File: config.mk
export PLATFORM = sky130hd
export DESIGN_NAME = reg_file_neg_sb_flat
export DESIGN_NICKNAME = d
export VERILOG_FILES = /design/src/rtl/reg_file_neg_sb_if.sv /design/src/rtl/reg_file_neg_sb.sv /design/src/flat_wrapper.sv
export SDC_FILE = /design/constraint.sdc
export NUM_CORES = 2
export LEC_CHECK = 0
export BUFFER_PORTS_ARGS = -buffer_cell sky130_fd_sc_hd__buf_2
export CAP_MARGIN = 20
export CORE_MARGIN = 1.5
export CORE_UTILIZATION = 64
export CTS_CLUSTER_DIAMETER = 80
export CTS_CLUSTER_SIZE = 40
export DETAILED_ROUTE_END_ITERATION = 8
export GPL_TIMING_DRIVEN = 0
export PLACE_DENSITY = 0.8
export SLEW_MARGIN = 10
export SYNTH_ARGS = -nofsm -noshare
export SYNTH_HDL_FRONTEND = slang
export SYNTH_SLANG_ARGS = --single-unit
export TNS_END_PERCENT = 50
File: constraint.sdc
create_clock -name clock_in -period 41.5 [get_ports clock_in]
set_clock_uncertainty 0.05 [all_clocks]
set_input_delay 4.15 -clock clock_in [delete_from_list [all_inputs] [get_ports clock_in]]
set_output_delay 4.15 -clock clock_in [all_outputs]
set_load 0.02 [all_outputs]
File: src/rtl/reg_file_neg_sb_if.sv
// Decode/writeback/issue bundle for the Core101 integer register file and scoreboard.
// The master side is the pipeline control that drives the block; the slave side is the block itself.
interface reg_file_neg_sb_if #(
  parameter int DATA_WIDTH = 32,
  parameter int ADDR_WIDTH = 5
);
  logic [ADDR_WIDTH-1:0] rs1_addr_in;
  logic [ADDR_WIDTH-1:0] rs2_addr_in;
  logic                  rs1_used_in;
  logic                  rs2_used_in;
  logic [DATA_WIDTH-1:0] rs1_data_out;
  logic [DATA_WIDTH-1:0] rs2_data_out;
  logic                  wr_en_in;
  logic [ADDR_WIDTH-1:0] wr_addr_in;
  logic [DATA_WIDTH-1:0] wr_data_in;
  logic                  issue_in;
  logic [ADDR_WIDTH-1:0] issue_rd_in;
  logic                  stall_out;
  logic [ADDR_WIDTH:0]   busy_count_out;

  modport master (
    output rs1_addr_in, rs2_addr_in, rs1_used_in, rs2_used_in,
    output wr_en_in, wr_addr_in, wr_data_in, issue_in, issue_rd_in,
    input  rs1_data_out, rs2_data_out, stall_out, busy_count_out
  );

  modport slave (
    input  rs1_addr_in, rs2_addr_in, rs1_used_in, rs2_used_in,
    input  wr_en_in, wr_addr_in, wr_data_in, issue_in, issue_rd_in,
    output rs1_data_out, rs2_data_out, stall_out, busy_count_out
  );
endinterface

File: src/rtl/reg_file_neg_sb.sv
// Core101 integer register file written on the falling edge, with a per-register busy
// scoreboard updated on the rising edge that raises a decode stall on RAW hazards.
module reg_file_neg_sb #(
  parameter int DATA_WIDTH = 32,
  parameter int ADDR_WIDTH = 5
) (
  input  logic                 clock_in,
  input  logic                 reset_in,
  reg_file_neg_sb_if.slave     rf
);
  localparam int NUM_REGS = 2 ** ADDR_WIDTH;
  localparam int CNT_W    = ADDR_WIDTH + 1;

  logic [DATA_WIDTH-1:0] regs [NUM_REGS];
  logic [NUM_REGS-1:0]   busy;
  logic [NUM_REGS-1:0]   busy_nxt;
  logic [CNT_W-1:0]      busy_count;
  logic                  wr_nz;
  logic                  hz1;
  logic                  hz2;

  function automatic logic [CNT_W-1:0] popcount(input logic [NUM_REGS-1:0] v);
    logic [CNT_W-1:0] n;
    n = '0;
    for (int i = 0; i < NUM_REGS; i++) n = n + CNT_W'(v[i]);
    return n;
  endfunction

  function automatic logic [DATA_WIDTH-1:0] read_port(input logic [ADDR_WIDTH-1:0] a,
                                                      input logic [DATA_WIDTH-1:0] v);
    return (a == '0) ? '0 : v;
  endfunction

  assign wr_nz = rf.wr_en_in & (rf.wr_addr_in != '0);

  // Storage: falling-edge write so decode sees writeback data at the next rising edge.
  always_ff @(negedge clock_in or posedge reset_in) begin
    if (reset_in) begin
      for (int r = 0; r < NUM_REGS; r++) regs[r] <= '0;
    end else if (wr_nz) begin
      regs[rf.wr_addr_in] <= rf.wr_data_in;
    end
  end

  assign rf.rs1_data_out = read_port(rf.rs1_addr_in, regs[rf.rs1_addr_in]);
  assign rf.rs2_data_out = read_port(rf.rs2_addr_in, regs[rf.rs2_addr_in]);

  // A new producer on the same register supersedes the retiring one, so set beats clear.
  always_comb begin
    busy_nxt = busy;
    for (int r = 1; r < NUM_REGS; r++) begin
      if (rf.issue_in && (rf.issue_rd_in == ADDR_WIDTH'(r))) begin
        busy_nxt[r] = 1'b1;
      end else if (rf.wr_en_in && (rf.wr_addr_in == ADDR_WIDTH'(r))) begin
        busy_nxt[r] = 1'b0;
      end
    end
    busy_nxt[0] = 1'b0;
  end

  // Scoreboard: rising-edge update, count registered alongside the busy vector.
  always_ff @(posedge clock_in or posedge reset_in) begin
    if (reset_in) begin
      busy       <= '0;
      busy_count <= '0;
    end else begin
      busy       <= busy_nxt;
      busy_count <= popcount(busy_nxt);
    end
  end

  // busy[0] is never set, so x0 operands cannot stall; a same-cycle writeback bypasses.
  assign hz1 = rf.rs1_used_in & busy[rf.rs1_addr_in]
             & ~(rf.wr_en_in & (rf.wr_addr_in == rf.rs1_addr_in));
  assign hz2 = rf.rs2_used_in & busy[rf.rs2_addr_in]
             & ~(rf.wr_en_in & (rf.wr_addr_in == rf.rs2_addr_in));

  assign rf.stall_out      = hz1 | hz2;
  assign rf.busy_count_out = busy_count;
endmodule
File: src/flat_wrapper.sv
// flat-port wrapper written by rule: the top's interface ports become plain ports
module reg_file_neg_sb_flat 
#(
  parameter int DATA_WIDTH = 32,
  parameter int ADDR_WIDTH = 5
)
  (clock_in, reset_in, rf_rs1_addr_in, rf_rs2_addr_in, rf_rs1_used_in, rf_rs2_used_in, rf_wr_en_in, rf_wr_addr_in, rf_wr_data_in, rf_issue_in, rf_issue_rd_in, rf_rs1_data_out, rf_rs2_data_out, rf_stall_out, rf_busy_count_out);
  reg_file_neg_sb_if #(.DATA_WIDTH(DATA_WIDTH), .ADDR_WIDTH(ADDR_WIDTH)) rf_i ();
  input  logic clock_in;
  input  logic reset_in;
  input wire logic [$bits(rf_i.rs1_addr_in)-1:0] rf_rs1_addr_in;
  input wire logic [$bits(rf_i.rs2_addr_in)-1:0] rf_rs2_addr_in;
  input wire logic [$bits(rf_i.rs1_used_in)-1:0] rf_rs1_used_in;
  input wire logic [$bits(rf_i.rs2_used_in)-1:0] rf_rs2_used_in;
  input wire logic [$bits(rf_i.wr_en_in)-1:0] rf_wr_en_in;
  input wire logic [$bits(rf_i.wr_addr_in)-1:0] rf_wr_addr_in;
  input wire logic [$bits(rf_i.wr_data_in)-1:0] rf_wr_data_in;
  input wire logic [$bits(rf_i.issue_in)-1:0] rf_issue_in;
  input wire logic [$bits(rf_i.issue_rd_in)-1:0] rf_issue_rd_in;
  output wire logic [$bits(rf_i.rs1_data_out)-1:0] rf_rs1_data_out;
  output wire logic [$bits(rf_i.rs2_data_out)-1:0] rf_rs2_data_out;
  output wire logic [$bits(rf_i.stall_out)-1:0] rf_stall_out;
  output wire logic [$bits(rf_i.busy_count_out)-1:0] rf_busy_count_out;
  assign rf_i.rs1_addr_in = rf_rs1_addr_in;
  assign rf_i.rs2_addr_in = rf_rs2_addr_in;
  assign rf_i.rs1_used_in = rf_rs1_used_in;
  assign rf_i.rs2_used_in = rf_rs2_used_in;
  assign rf_i.wr_en_in = rf_wr_en_in;
  assign rf_i.wr_addr_in = rf_wr_addr_in;
  assign rf_i.wr_data_in = rf_wr_data_in;
  assign rf_i.issue_in = rf_issue_in;
  assign rf_i.issue_rd_in = rf_issue_rd_in;
  assign rf_rs1_data_out = rf_i.rs1_data_out;
  assign rf_rs2_data_out = rf_i.rs2_data_out;
  assign rf_stall_out = rf_i.stall_out;
  assign rf_busy_count_out = rf_i.busy_count_out;
  reg_file_neg_sb #(.DATA_WIDTH(DATA_WIDTH), .ADDR_WIDTH(ADDR_WIDTH)) u_core (.clock_in(clock_in), .reset_in(reset_in), .rf(rf_i));
endmodule
==> run_results.csv <==
group,metric,value,unit
routing,drcViolationCount,0,
cts,clk_pin_slew,0.08,ns
routing,drt-total-wl,172,mm
placement,placed_cells,4866,
global_routing,grt_pass1_vias,36700,
global_routing,grt_pass1_wl,251,mm
sta,setup_viol,0,
synth,synth_fp_nets,3636,
synth,ys.flop_type,"dfrtn_1",
worst_setup_path,crit_arrival,23.54,ns
sta,tightest_slew,1.18,ns
sta,rsz0062_at_grt,"no",
worst_setup_path,start_kind,"flop",
power,power_frac_comb,0.337,
sta,hold_viol,0,
cts,holdBufCountCts,0,
layout,final_nets,3847,
placement,placed_cell_area,59700,um2
die,die_x,301,um
die,core_area,88200,um2
power,switching_share,0.336,
routing,wire_per_inst,34.6,um
routing,vias,36100,
placement,dp_hpwl,127,mm
routing,via_per_inst,7.27,
global_routing,grt_max_degree,41,
die,die_height,301,um
power,power_per_cell_area,50.7,nW/um2
job,maxCapViolCount,0,
synth,synth_area,56900,um2
worst_setup_path,critical_path_class,"flop to output pin",
layout,finalNonFillerCells,4966,
power,p_sw,1.05,mW
worst_setup_path,critical_path.endpoint_type,"output pin",
layout,final_core_util,0.699,
placement,io_buffers,117,
sta,setup_ws,13.76,ns
layout,nFillCells,5823,
layout,final_area,61700,um2
die,ios,129,
hold_path,min_path_type,"flop to flop",
synth,yosysWarnings,0,
cts,cts_buffer_depth,3,
synth,synth_cell_types,50,
placement,place_congestion,1.05,
sta,slew_headroom,0.210,
cts,clockRootBuffer,"clkbuf_16",
die,die-area,90700,um2
layout,areaGrowthSynthToFinish,8.39,%
sta,drv_slew,0,
cts,clk_latency,0.68,ns
sta,hold_ws,0.374,ns
power,ir_drop,134,uV
die,fp-row-count,109,
worst_setup_path,cp_max_fo,3,
cts,cts-resized-gates,0,
cts,cts_made_buffers,47,
power,seqPwrFrac,0.450,
global_routing,grt.total_usage,0.390,
global_routing,antenna_found_initial,4,
routing,drt_iter0_drc,4864,
synth,ys_seq_elements,1061,
cts,cts_tree,"done",
synth,ys_seq_area_frac,0.466,
routing,ant_nets,0,
sta,fin_setup_tns,0,ns
power,finalPower,3.13,mW
status,outcome,"finished clean",
power,power_frac_clock,0.213,
power,p_leak,26.8,nW
power,p_int,2.08,mW
layout,drive_above_1_share,0.541,
synth,synth-edff-count,0,
routing,first_pass_iters,6,
die,initial_utilization,0.645,
worst_setup_path,crit_required,37.30,ns
synth,ys_async_sr_fraction,1.00,
global_routing,overflow,0,
placement,place_ws,13.91,ns
cts,h-tree-depth,2,
cts,cts.sinks,1061,
synth,synth_cells,3546,
synth,avgSynthCellArea,16.1,um2
cts,cts_setup_buffers,0,
worst max-delay path: stages, from the launching register on:
cell and delay, ns:
dfrtn_1 0.42, mux4_2 0.52, mux4_2 0.57, nand2_1 0.10, o21ai_1 0.27, buf_2 0.28
Yosys cell counts (all sizes together) (2+ instances only):
cell type  instances  share of area
dfrtn           1024           0.45
mux2             996           0.20
mux4             653           0.26
clkbuf           203          0.013
buf              198          0.020
inv              116         0.0077
nand2             97         0.0064
o21ai             71         0.0062
dfrtp             37          0.016
fa                23         0.0081
a22o              16         0.0025
nor2              14        0.00092
nand3             12         0.0011
ha                 9         0.0020
a22oi              8         0.0011
nor2b              8        0.00088
xor2               8         0.0012
and2               5        0.00055
mux2i              5        0.00088
nor3               5        0.00044
xnor2              5        0.00077
a21oi              4        0.00035
nand2b             3        0.00033
a211oi             2        0.00026
a21o               2        0.00026
and3               2        0.00022
nor3b              2        0.00035
nor4               2        0.00022
o41ai              2        0.00031
metal layers:
| layer | routed length (um) | global-route usage |
|---|---|---|
| met5 | 14 | 0 |
| met4 | 6140 | 0.131 |
| met3 | 20700 | 0.125 |
| met2 | 79500 | 0.583 |
| met1 | 65500 | 0.548 |
kinds of logic (layout without fill, tap and decap cells):
family                     count (synthesis)  in the layout  synth area share
AOI/OAI and AO/OA                        114            114            0.0122
xor gates and xnor gates                  13             13           0.00200
adders and majority gates                 32             32            0.0101
buffers and inverters                    517            767            0.0409
DFF                                     1061           1061             0.466
muxes                                   1654           1654             0.456
other                                      0              5                 0
and+or+nand+nor                          155            155            0.0120
power by group through the flow:
stage / logic [mW] / clock network [mW] / registers (mW)
detailed placement: 1.04 / 0 / 1.42
global route: 1.14 / 0.700 / 1.43
finish: 1.05 / 0.667 / 1.41
CTS: 1.04 / 0.666 / 1.40
global placement: 0.996 / 0 / 1.40
floorplan: 0.802 / 0 / 1.38
placed cells by master, fill, tap and decap left out, types with 33 or more instances in the layout:
cell type  instances
nand2_1           97
inv_1            114
dfrtn_1         1024
mux2_2           996
o21ai_1           64
clkbuf_1         204
buf_2            227
buf_1             46
clkbuf_16         48
dfrtp_1           37
buf_6             33
mux4_2           653
state kept, by name (all words and copies together) (netlist names):
| register | flops |
|---|---|
| u_core.regs | 1024 |
| u_core.busy | 31 |
| u_core.rf.busy_count_out | 6 |
worst paths after layout:
check                                       from                          end  slack [ns]  cells past startpoint
worst max-delay path             u_core.regs[29]          rf_rs1_data_out[29]       13.76                      5
worst min-delay path            u_core.regs[994]             u_core.regs[994]        0.37                      1
worst max register to register    u_core.busy[1]  u_core.rf.busy_count_out[4]       36.31                     17
worst min register to register  u_core.regs[994]             u_core.regs[994]        0.37                      1
min in group asynchronous               reset_in               u_core.busy[8]        4.36                      5
max in group asynchronous               reset_in             u_core.regs[193]       15.29                      8
layout make-up:
cell class | count | area [um2] | share of cell area
well taps | 1165 | 1460 | 0.0236
plain buffers | 401 | 1890 | 0.0307
repair buffers | 162 | 1400 | 0.0227
clock buffers | 49 | 1200 | 0.0195
inverters | 116 | 439 | 0.00712
clock inverters | 39 | 682 | 0.0111
multi-input cells | 1968 | 28100 | 0.455
flip-flops and latches | 1061 | 26600 | 0.430
diodes | 5 | 12.5 | 0.000203
No activity file was read; power rests on OpenSTA's default activity.
